### src/rtl/fft_stage_sequencer_pkg.sv
// Shared types and helpers for the radix-2 block-floating-point FFT stage sequencer.
package fft_pkg;

  typedef enum logic [2:0] {
    IDLE,
    CLEAR,
    ISSUE,
    DRAIN,
    CAPTURE,
    DONE
  } seq_state_e;

  localparam logic [1:0] CTRL_FIRST = 2'b01;
  localparam logic [1:0] CTRL_LAST  = 2'b10;

  function automatic int BFLY_PER_STAGE(input int n);
    return 1 << (n - 1);
  endfunction

endpackage

### src/rtl/fft_stage_sequencer_if.sv
// Sequencer <-> butterfly unit connection: issue/control towards the butterfly, write-back status back.
interface fft_stage_sequencer_if #(
  parameter int FFT_N             = 10,
  parameter int FFT_MAX_BIT_WIDTH = 5
);
  localparam int AW = (FFT_N > 1) ? FFT_N - 1 : 1;

  logic                         iact;
  logic [1:0]                   ictrl;
  logic [AW-1:0]                MemAddr;
  logic [AW-1:0]                twiddleFactorAddr;
  logic                         evenOdd;
  logic                         ifft;
  logic                         clr_bfp;
  logic [FFT_MAX_BIT_WIDTH-1:0] ibfp;
  logic                         oact;
  logic [FFT_MAX_BIT_WIDTH-1:0] max_bit_width_current_FFT_stage;

  modport master (
    output iact, ictrl, MemAddr, twiddleFactorAddr, evenOdd, ifft, clr_bfp, ibfp,
    input  oact, max_bit_width_current_FFT_stage
  );

  modport slave (
    input  iact, ictrl, MemAddr, twiddleFactorAddr, evenOdd, ifft, clr_bfp, ibfp,
    output oact, max_bit_width_current_FFT_stage
  );
endinterface

### src/rtl/fft_stage_addr_gen.sv
// Registered butterfly read address, twiddle index and first/last flags from butterfly index k and stage.
module fft_stage_addr_gen
  import fft_pkg::*;
#(
  parameter int FFT_N = 10,
  parameter int AW    = 9,
  parameter int SW    = 4
) (
  input  logic          clk,
  input  logic          reset,
  input  logic          en,
  input  logic [AW-1:0] k,
  input  logic [SW-1:0] stage,
  output logic [AW-1:0] mem_addr,
  output logic [AW-1:0] twiddle_addr,
  output logic [1:0]    ictrl
);
  localparam logic [AW-1:0] K_LAST = AW'(BFLY_PER_STAGE(FFT_N) - 1);

  // Each stage keeps one more high-order bit of k as the twiddle index.
  logic [AW-1:0] tw_mask;
  logic [1:0]    ictrl_next;

  always_comb begin
    tw_mask    = ~({AW{1'b1}} >> stage);
    ictrl_next = 2'b00;
    if (k == '0)     ictrl_next = ictrl_next | CTRL_FIRST;
    if (k == K_LAST) ictrl_next = ictrl_next | CTRL_LAST;
  end

  always_ff @(posedge clk) begin
    if (reset || !en) begin
      mem_addr     <= '0;
      twiddle_addr <= '0;
      ictrl        <= 2'b00;
    end else begin
      mem_addr     <= k;
      twiddle_addr <= k & tw_mask;
      ictrl        <= ictrl_next;
    end
  end
endmodule

### src/rtl/fft_stage_sequencer.sv
// Radix-2 BFP FFT stage sequencer: issues butterflies per stage, waits for write-back, carries bit width forward.
// Optional FFT_STAGE_SEQ_BLKEXP_EN adds the block_exp output with its per-transform exponent accumulator.
module fft_stage_sequencer
  import fft_pkg::*;
#(
  parameter int FFT_N             = 10,
  parameter int FFT_DW            = 16,
  parameter int FFT_MAX_BIT_WIDTH = 5
) (
  input  logic                                           clk,
  input  logic                                           reset,
  input  logic                                           start,
  input  logic                                           ifft_req,
  input  logic [FFT_MAX_BIT_WIDTH-1:0]                   ibfp_init,
  output logic                                           busy,
  output logic                                           done,
  output logic [((FFT_N > 1) ? $clog2(FFT_N) : 1)-1:0]   stage,
  output logic                                           seq_err,
`ifdef FFT_STAGE_SEQ_BLKEXP_EN
  output logic [$clog2(FFT_N*FFT_DW):0]                  block_exp,
`endif
  fft_stage_sequencer_if.master                          bf
);
  localparam int AW = (FFT_N > 1) ? FFT_N - 1 : 1;
  localparam int SW = (FFT_N > 1) ? $clog2(FFT_N) : 1;
  localparam int CW = FFT_N;
  localparam logic [CW-1:0] NB         = CW'(BFLY_PER_STAGE(FFT_N));
  localparam logic [AW-1:0] K_LAST     = AW'(BFLY_PER_STAGE(FFT_N) - 1);
  localparam logic [SW-1:0] LAST_STAGE = SW'(FFT_N - 1);

  seq_state_e               state_reg, state_next;
  logic [AW-1:0]            k_reg, k_next;
  logic [SW-1:0]            stage_reg, stage_next;
  logic [CW-1:0]            oact_cnt_reg, oact_cnt_next;
  logic                     seq_err_reg, seq_err_next;
  logic                     ignore_oact_reg, ignore_oact_next;
  logic                     busy_reg, done_reg, iact_reg, clr_bfp_reg, ifft_reg;
  logic [FFT_MAX_BIT_WIDTH-1:0] ibfp_reg;
  logic                     oact_extra, oact_count;

  always_comb begin
    state_next       = state_reg;
    k_next           = k_reg;
    stage_next       = stage_reg;
    oact_cnt_next    = oact_cnt_reg;
    seq_err_next     = seq_err_reg;
    ignore_oact_next = ignore_oact_reg;
    // Write-backs still in flight from an aborted run are swallowed until the next start.
    oact_extra = bf.oact && !ignore_oact_reg &&
                 (state_reg == IDLE || state_reg == CLEAR || oact_cnt_reg == NB);
    oact_count = bf.oact && (state_reg == ISSUE || state_reg == DRAIN) && (oact_cnt_reg != NB);
    if (oact_extra) seq_err_next = 1'b1;
    if (oact_count) oact_cnt_next = oact_cnt_reg + CW'(1);

    case (state_reg)
      IDLE: if (start) begin
        state_next       = CLEAR;
        stage_next       = '0;
        ignore_oact_next = 1'b0;
      end
      CLEAR: begin
        state_next    = ISSUE;
        k_next        = '0;
        oact_cnt_next = '0;
      end
      ISSUE: begin
        if (k_reg == K_LAST) state_next = DRAIN;
        else                 k_next     = k_reg + AW'(1);
      end
      DRAIN: if (oact_cnt_next == NB) state_next = CAPTURE;
      CAPTURE: begin
        if (stage_reg == LAST_STAGE) begin
          state_next = DONE;
        end else begin
          state_next = CLEAR;
          stage_next = stage_reg + SW'(1);
        end
      end
      DONE:    state_next = IDLE;
      default: state_next = IDLE;
    endcase
  end

  always_ff @(posedge clk) begin
    if (reset) begin
      state_reg       <= IDLE;
      k_reg           <= '0;
      stage_reg       <= '0;
      oact_cnt_reg    <= '0;
      seq_err_reg     <= 1'b0;
      ignore_oact_reg <= 1'b1;
      busy_reg        <= 1'b0;
      done_reg        <= 1'b0;
      iact_reg        <= 1'b0;
      clr_bfp_reg     <= 1'b0;
      ifft_reg        <= 1'b0;
      ibfp_reg        <= '0;
    end else begin
      state_reg       <= state_next;
      k_reg           <= k_next;
      stage_reg       <= stage_next;
      oact_cnt_reg    <= oact_cnt_next;
      seq_err_reg     <= seq_err_next;
      ignore_oact_reg <= ignore_oact_next;
      busy_reg        <= (state_next != IDLE) && (state_next != DONE);
      done_reg        <= (state_next == DONE);
      iact_reg        <= (state_next == ISSUE);
      clr_bfp_reg     <= (state_next == CLEAR);
      if (state_reg == IDLE && start) begin
        ifft_reg <= ifft_req;
        ibfp_reg <= ibfp_init;
      end else if (state_reg == CAPTURE) begin
        ibfp_reg <= bf.max_bit_width_current_FFT_stage;
      end
    end
  end

`ifdef FFT_STAGE_SEQ_BLKEXP_EN
  localparam int BEW = $clog2(FFT_N*FFT_DW) + 1;
  localparam logic [FFT_MAX_BIT_WIDTH-1:0] HEADROOM = FFT_MAX_BIT_WIDTH'(FFT_DW - 2);
  logic [BEW-1:0] block_exp_reg;

  // Growth beyond the headroom threshold in each stage becomes exponent.
  always_ff @(posedge clk) begin
    if (reset) begin
      block_exp_reg <= '0;
    end else if (state_reg == IDLE && start) begin
      block_exp_reg <= '0;
    end else if (state_reg == CAPTURE && bf.max_bit_width_current_FFT_stage > HEADROOM) begin
      block_exp_reg <= block_exp_reg + BEW'(bf.max_bit_width_current_FFT_stage - HEADROOM);
    end
  end

  assign block_exp = block_exp_reg;
`endif

  fft_stage_addr_gen #(.FFT_N(FFT_N), .AW(AW), .SW(SW)) u_addr_gen (
    .clk          (clk),
    .reset        (reset),
    .en           (state_next == ISSUE),
    .k            (k_next),
    .stage        (stage_next),
    .mem_addr     (bf.MemAddr),
    .twiddle_addr (bf.twiddleFactorAddr),
    .ictrl        (bf.ictrl)
  );

  assign busy       = busy_reg;
  assign done       = done_reg;
  assign stage      = stage_reg;
  assign seq_err    = seq_err_reg;
  assign bf.iact    = iact_reg;
  assign bf.clr_bfp = clr_bfp_reg;
  assign bf.ifft    = ifft_reg;
  assign bf.ibfp    = ibfp_reg;
  assign bf.evenOdd = stage_reg[0];
endmodule
### src/flat_wrapper.sv
// flat-port wrapper written by rule: the top's interface ports become plain ports
module fft_stage_sequencer_flat import fft_pkg::*;
#(
  parameter int FFT_N             = 10,
  parameter int FFT_DW            = 16,
  parameter int FFT_MAX_BIT_WIDTH = 5
)
  (clk, reset, start, ifft_req, ibfp_init, busy, done, stage, seq_err, bf_iact, bf_ictrl, bf_MemAddr, bf_twiddleFactorAddr, bf_evenOdd, bf_ifft, bf_clr_bfp, bf_ibfp, bf_oact, bf_max_bit_width_current_FFT_stage);
  fft_stage_sequencer_if #(.FFT_N(FFT_N), .FFT_MAX_BIT_WIDTH(FFT_MAX_BIT_WIDTH)) bf_i ();
  input  logic clk;
  input  logic reset;
  input  logic start;
  input  logic ifft_req;
  input  logic [FFT_MAX_BIT_WIDTH-1:0] ibfp_init;
  output logic busy;
  output logic done;
  output logic [((FFT_N > 1) ? $clog2(FFT_N) : 1)-1:0] stage;
  output logic seq_err;
  output wire logic [$bits(bf_i.iact)-1:0] bf_iact;
  output wire logic [$bits(bf_i.ictrl)-1:0] bf_ictrl;
  output wire logic [$bits(bf_i.MemAddr)-1:0] bf_MemAddr;
  output wire logic [$bits(bf_i.twiddleFactorAddr)-1:0] bf_twiddleFactorAddr;
  output wire logic [$bits(bf_i.evenOdd)-1:0] bf_evenOdd;
  output wire logic [$bits(bf_i.ifft)-1:0] bf_ifft;
  output wire logic [$bits(bf_i.clr_bfp)-1:0] bf_clr_bfp;
  output wire logic [$bits(bf_i.ibfp)-1:0] bf_ibfp;
  input wire logic [$bits(bf_i.oact)-1:0] bf_oact;
  input wire logic [$bits(bf_i.max_bit_width_current_FFT_stage)-1:0] bf_max_bit_width_current_FFT_stage;
  assign bf_iact = bf_i.iact;
  assign bf_ictrl = bf_i.ictrl;
  assign bf_MemAddr = bf_i.MemAddr;
  assign bf_twiddleFactorAddr = bf_i.twiddleFactorAddr;
  assign bf_evenOdd = bf_i.evenOdd;
  assign bf_ifft = bf_i.ifft;
  assign bf_clr_bfp = bf_i.clr_bfp;
  assign bf_ibfp = bf_i.ibfp;
  assign bf_i.oact = bf_oact;
  assign bf_i.max_bit_width_current_FFT_stage = bf_max_bit_width_current_FFT_stage;
  fft_stage_sequencer #(.FFT_N(FFT_N), .FFT_DW(FFT_DW), .FFT_MAX_BIT_WIDTH(FFT_MAX_BIT_WIDTH)) u_core (.clk(clk), .reset(reset), .start(start), .ifft_req(ifft_req), .ibfp_init(ibfp_init), .busy(busy), .done(done), .stage(stage), .seq_err(seq_err), .bf(bf_i));
endmodule
### config.mk
export PLATFORM = sky130hd
export DESIGN_NAME = fft_stage_sequencer_flat
export DESIGN_NICKNAME = d
export VERILOG_FILES = /design/src/rtl/fft_stage_sequencer_pkg.sv /design/src/rtl/fft_stage_sequencer_if.sv /design/src/rtl/fft_stage_addr_gen.sv /design/src/rtl/fft_stage_sequencer.sv /design/src/flat_wrapper.sv
export SDC_FILE = /design/constraint.sdc
export NUM_CORES = 1
export LEC_CHECK = 0
export CAP_MARGIN = 10
export CORE_MARGIN = 1
export CORE_UTILIZATION = 30
export CTS_CLUSTER_SIZE = 25
export DETAILED_ROUTE_END_ITERATION = 12
export PLACE_DENSITY_LB_ADDON = 0.05
export RECOVER_POWER = 100
export SKIP_CTS_REPAIR_TIMING = 1
export SYNTH_ARGS = -nofsm -noshare
export SYNTH_HDL_FRONTEND = slang
export SYNTH_HIERARCHICAL = 1
export SYNTH_SLANG_ARGS = --single-unit
### constraint.sdc
create_clock -name clk -period 1.7 [get_ports clk]
set_input_delay 0.34 -clock clk [delete_from_list [all_inputs] [get_ports clk]]
set_output_delay 0.34 -clock clk [all_outputs]
set_load 0.01 [all_outputs]
-- After elaboration in Yosys (flattened, before gate mapping)
Cells that the tools add are included.
- flip-flop bits (word level): 58
- logic and storage cells: 68
- add/subtract/negate cells: 3
- equal/unequal tests: 14
- shift operators: 1
- mux-type cells: 15
- bitwise logic cells: 2
- reductions and logical operators: 18
- operators by type and width (kind ; count):
    10-bit equality test (second input constant) ; 2
    9-bit equality test (second input constant) ; 2
    9-bit case mux with 2 select lines ; 1
    3-bit case mux with 5 select lines ; 1
    3-bit two-way mux ; 4
    10-bit by 1-bit adder with 10-bit output (second input constant) ; 1
    10-bit two-way mux ; 1
    5-bit two-way mux ; 2
    10-bit inequality test (second input constant) ; 1
    9-bit by 1-bit adder with 9-bit output (second input constant) ; 1
    9-bit AND ; 1
    3-bit by 2-bit equality test with 1-bit output (second input constant) ; 3
    9-bit logical NOT ; 1
    9-bit two-way mux ; 1
    9-bit inverter ; 1
    9-bit by 4-bit right shift with 9-bit output (first input constant) ; 1
    4-bit two-way mux ; 2
    4-bit case mux with 2 select lines ; 1
    3-bit by 1-bit equality test with 1-bit output (second input constant) ; 2
    3-bit equality test (second input constant) ; 2
    1-bit logical AND ; 6
    4-bit by 1-bit adder with 4-bit output (second input constant) ; 1
    4-bit equality test (second input constant) ; 1
    1-bit logical OR ; 4
    other kinds (9) ; 10

-- Longest topological paths before layout
Gate-level depths: netlist of the first run.
- depth in word-level cells: 11
- gate-level depth with buffers: 10
- gate-level depth less buffers: 9

-- By module
The synthesis of the first run kept the hierarchy.
- modules (own cells, without submodules) (module ; times used ; cells an instance ; area each (µm²) ; seq. area each (µm²)):
    fft_stage_sequencer ; 1 ; 224 ; 1960.6 ; 760.7
    fft_stage_addr_gen ; 1 ; 55 ; 650.6 ; 400.4

-- Worst setup path before layout of the first run
No wires, ideal clock.
- path kind: register to register
- from: register u_core.stage_reg[1] (netlist: u_core/stage[1])
- to: register u_core.u_addr_gen.twiddle_addr[6]
- library setup time: 0.116 ns
- data arrival time: 1.730 ns
- data required time: 1.584 ns
- setup slack: -0.146 ns
- cell stages (with the launch flop): 9
- path through: dfxtp_1 > inv_1 > ha_1 > nand3b_1 > nand3_1 > nand3_1 > o21ai_0 > a211o_1 > and3_1
- word-level cells in the longest chain between the ends: 6
- elaborated cells between the ends (all ways): 13
- RTL lines (what ; RTL line ; text):
    start: declaration ; fft_stage_sequencer.sv:33 ; logic [SW-1:0] stage_reg, stage_next;
    start signal: assignment ; fft_stage_sequencer.sv:101 ; stage_reg <= stage_next;
    4-bit by 1-bit adder with 4-bit output or 4-bit equality test (tied branches) ; fft_stage_sequencer.sv:76, fft_stage_sequencer.sv:72 ;
    4-bit two-way mux ; fft_stage_sequencer.sv:72 ; if (stage_reg == LAST_STAGE) begin
    4-bit case mux with 2 select lines * ; fft_stage_sequencer.sv:55 ; case (state_reg)
    net u_core.stage_next[1] ; fft_stage_sequencer.sv:33 ;
    9-bit by 4-bit right shift with 9-bit output * ; fft_stage_addr_gen.sv:25 ; tw_mask = ~({AW{1'b1}} >> stage);
    9-bit inverter * ; fft_stage_addr_gen.sv:25 ;
    9-bit AND * ; fft_stage_addr_gen.sv:38 ; twiddle_addr <= k & tw_mask;
    end signal: assignment ; fft_stage_addr_gen.sv:38 ;
    end: declaration ; fft_stage_addr_gen.sv:15 ; output logic [AW-1:0] twiddle_addr,
The timed path passes the listed nets; every way through them passes the cells marked *.
A chain may end at the register's enable or synchronous reset.

-- Worst setup path in the final report of the first run
- from: register u_core.state_reg[2]
- to: register u_core.u_addr_gen.ictrl[1]
- elaborated cells between the ends (all ways): 20
- RTL lines (what ; RTL line ; text):
    start: declaration ; fft_stage_sequencer.sv:31 ; seq_state_e state_reg, state_next;
    start signal: assignment ; fft_stage_sequencer.sv:99 ; state_reg <= state_next;
    3-bit by 2-bit equality test with 1-bit output or 3-bit by 1-bit equality test with 1-bit output (tied branches) ; fft_stage_sequencer.sv:55 ;
    9-bit case mux with 2 select lines * ; fft_stage_sequencer.sv:55 ;
    net u_core.k_next[5] ; fft_stage_sequencer.sv:32 ; logic [AW-1:0] k_reg, k_next;
    9-bit equality test * ; fft_stage_addr_gen.sv:28 ; if (k == K_LAST) ictrl_next = ictrl_next | CTRL_LAST;
    2-bit two-way mux * ; fft_stage_addr_gen.sv:28 ;
    end signal: assignment ; fft_stage_addr_gen.sv:39 ; ictrl <= ictrl_next;
    end: declaration ; fft_stage_addr_gen.sv:16 ; output logic [1:0] ictrl
Marked as above.

==> results.md, run 1 <==
* Fin. max-slew vios at 0
* Slew headroom at 0.736
* RePlAce Congestion at 0.811
* Final Hold Vio Count at 0
* Commonest cells post-synth: dfxtp_1, nor2_1, and2_1, nand2_1
* Detailed placement HPWL at 4880 um
* Lkg Pwr at 0.00196 uW
* Post-synth top area cell: dfxtp_1
* Pin slew with the least headroom to its limit at 394 ps
* IR drop worst, VDD at 0.319 mV
* Ys async rst share at 0
* Crit path required time at 1970 ps
* Max clock buf depth at 2
* Critical path arrival at 2040 ps
* Share of the yosys chip area belonging to registers at 0.445
* Cell Area, Synth at 2610 sq um
* RSZ-0062 raised after global routing: yes
* Post-synth EDFFs at 0
* Max Clk Rate at 566 MHz
* Syn_area_per_cell at 9.36 sq um
* Initial antenna violation count at 0
* Max-cap violations at 0
* Status: finished with violations
* Max reg flops at 10
* Clk Latency, worst-skew pair at 340 ps
* Cell Rows at 33
* Startpoint Class: register
* Hold WC Path Type: reg2reg
* CTS tree: yes
* Post-route DRC at 0
* Stages on the worst setup path at 7
* Synth area leaders: dfxtp_1, and2_1, nor2_1
* DRT Pass-1 Iters at 4
* H-tree Lvls at 3
* Synth Flop Type: dfxtp_1
* Yosys top cell area share at 0.445
* FF+latch count, synth at 58
* Vias in the first global route at 2,343
* Violated checks: negative setup slack
* First-pass GRT wire length at 11,000 um
* CP Max Fanout at 6
* Most common cell on crit path: nand4_1
* Layout cells sized above 1 at 0.390
* Post-Syn Instances at 279
* Min setup slack post-route at -67.3 ps
* Slowest cell on the critical path: dfxtp_4
* Most frequent cell after synthesis: dfxtp_1
* Design Area, Final at 4290 sq um
* Fin Clk Skew at 11.2 ps
* Largest net degree at the start of global routing at 16
* DRT antenna net count at 0
* CTS Buf Count at 9
* Period minus WS final at 1770 ps
* Core Box Area at 8300 sq um
* Antenna cell count at 0
* Period utilization at 1.04
* Largest stage delay on the critical path at 380 ps
* R2R cell count at 7
* Tot Pwr at 2950 uW
* Kind of critical path: reg2reg
* Starting Density at 0.315
* Chip height at 95.3 um
* Worst path cell trace: nor3b_4 -> and2_4 -> nand4_1 -> mux2i_2 -> buf_4 -> nand4_1 -> nor3_2
* Post-Place Worst Slack at -560 ps
* Routed WL at 7160 um
* Buf/Inv on CP at 1
* Top Ports at 51
* CP Capture Type: register
* Via count at 2,502
* Die Area at 9080 sq um
* Worst-path clk slew at 70 ps
* Power per Cell Area at 688 nW/um^2
* Syn_nets at 299
* Area growth syn-to-layout at 64.4%
* Final setup viols at 9
* Synth unique cells at 52
* WL/cell at 13.4 um
* Initial DRC count at 50
* Final global-route overflow total at 0
* Chip width at 95.3 um
* Synth warn at 6
* Reg2Reg Setup Slack at -70 ps
* CTS root buffer: clkbuf_8
* CTS Sinks at 58
* Crit path max-delay family: simple AND/OR/NAND/NOR gates
* Utilization after layout at 0.517
* Hold Path Stages at 2
* GRT Overall Usage at 0.159
* Via/cell ratio at 4.69
* Number of port buffers at 50
* Placed standard-cell area at 3790 sq um
* Nets@finish at 443
-- power by group --
| group | leakage [uW] | switching (uW) | total, uW | internal (uW) |
|---|---|---|---|---|
| clock | 0.0000882 | 601 | 1170 | 567 |
| sequential | 0.000476 | 22.0 | 1410 | 1390 |
| combinational | 0.00140 | 169 | 370 | 201 |
-- metal layers --
metal	track usage	part of all wire	routed length, um
met5	0	0	0
met4	0.0455	0.011	76
met3	0.0494	0.038	272
met2	0.263	0.48	3430
met1	0.199	0.47	3380
-- worst register-to-register path, cell delays in order, from the launching register on --
cell     delay [ps]
dfxtp_4         380
nor3b_4         310
and2_4          220
nand4_1         130
mux2i_2         250
buf_4           170
nand4_1         120
nor3_2          130
-- kinds of logic after synthesis --
kind of cell             share of synthesized area
AND/OR/NAND/NOR                              0.291
buffers and inverters                       0.0484
AO/OA/AOI/OAI                                0.134
multiplexers                                0.0311
XOR/XNOR                                    0.0268
flip-flops                                   0.445
adder cells (fa/ha/maj)                     0.0240
-- layout make-up --
class                           instances  area (sq um)
Tap cell                              105           131
Fill cell                             822          4010
Sequential cell                        58          1180
Timing Repair Buffer                  145          1220
Multi-Input combinational cell        200          1550
Clock inverter                          6          42.5
Clock buffer                           10           138
Inverter                                9          33.8
-- layout by cell type, fill, tap and decap left out, types with 4 or more instances in the layout --
cell / n
buf_4: 83
and2_1: 16
mux2i_1: 5
nand2b_1: 4
xnor2_1: 7
dlygate4sd3_1: 25
clkbuf_4: 5
o21ai_1: 4
a211oi_1: 6
nor3_1: 5
nor2_1: 23
and3_1: 8
nand3_1: 7
dfxtp_1: 48
o22ai_1: 5
dfxtp_2: 8
nand4_1: 7
inv_1: 8
nand2_2: 4
a21oi_1: 6
clkdlybuf4s25_1: 5
clkbuf_8: 10
buf_6: 4
nand2_1: 16
nand3b_1: 4
clkdlybuf4s50_1: 19
-- metrics by stage --
step,hold slack (ps),TNS [ps],instances
6_report,457,-332,533
5_1_grt,468,-1920,533
4_1_cts,454,-2630,518
3_5_place_dp,439,-6070,502
3_3_place_gp,437,-5960,502
2_1_floorplan,419,0,279
-- path summary, 6_finish.rpt --
kind,start,end
hold / removal,u_core/ignore_oact_reg,u_core/ignore_oact_reg
setup / recovery,u_core/state_reg[2],u_core/u_addr_gen/ictrl[1]
setup reg to reg,u_core/state_reg[2],u_core/u_addr_gen/ictrl[1]
hold reg to reg,u_core/ignore_oact_reg,u_core/ignore_oact_reg
Note: power is estimated with default switching activity, not from simulation.
==> run 2: changes to the inputs <==
--- a/config.mk
+++ b/config.mk
@@ -5,6 +5,7 @@
 export SDC_FILE = /design/constraint.sdc
 export NUM_CORES = 1
 export LEC_CHECK = 0
+export ABC_AREA = 0
 export CAP_MARGIN = 10
 export CORE_MARGIN = 1
 export CORE_UTILIZATION = 30
==> results of run 2 <==
Final layout, timing and power as in run 1 (identical DEF).
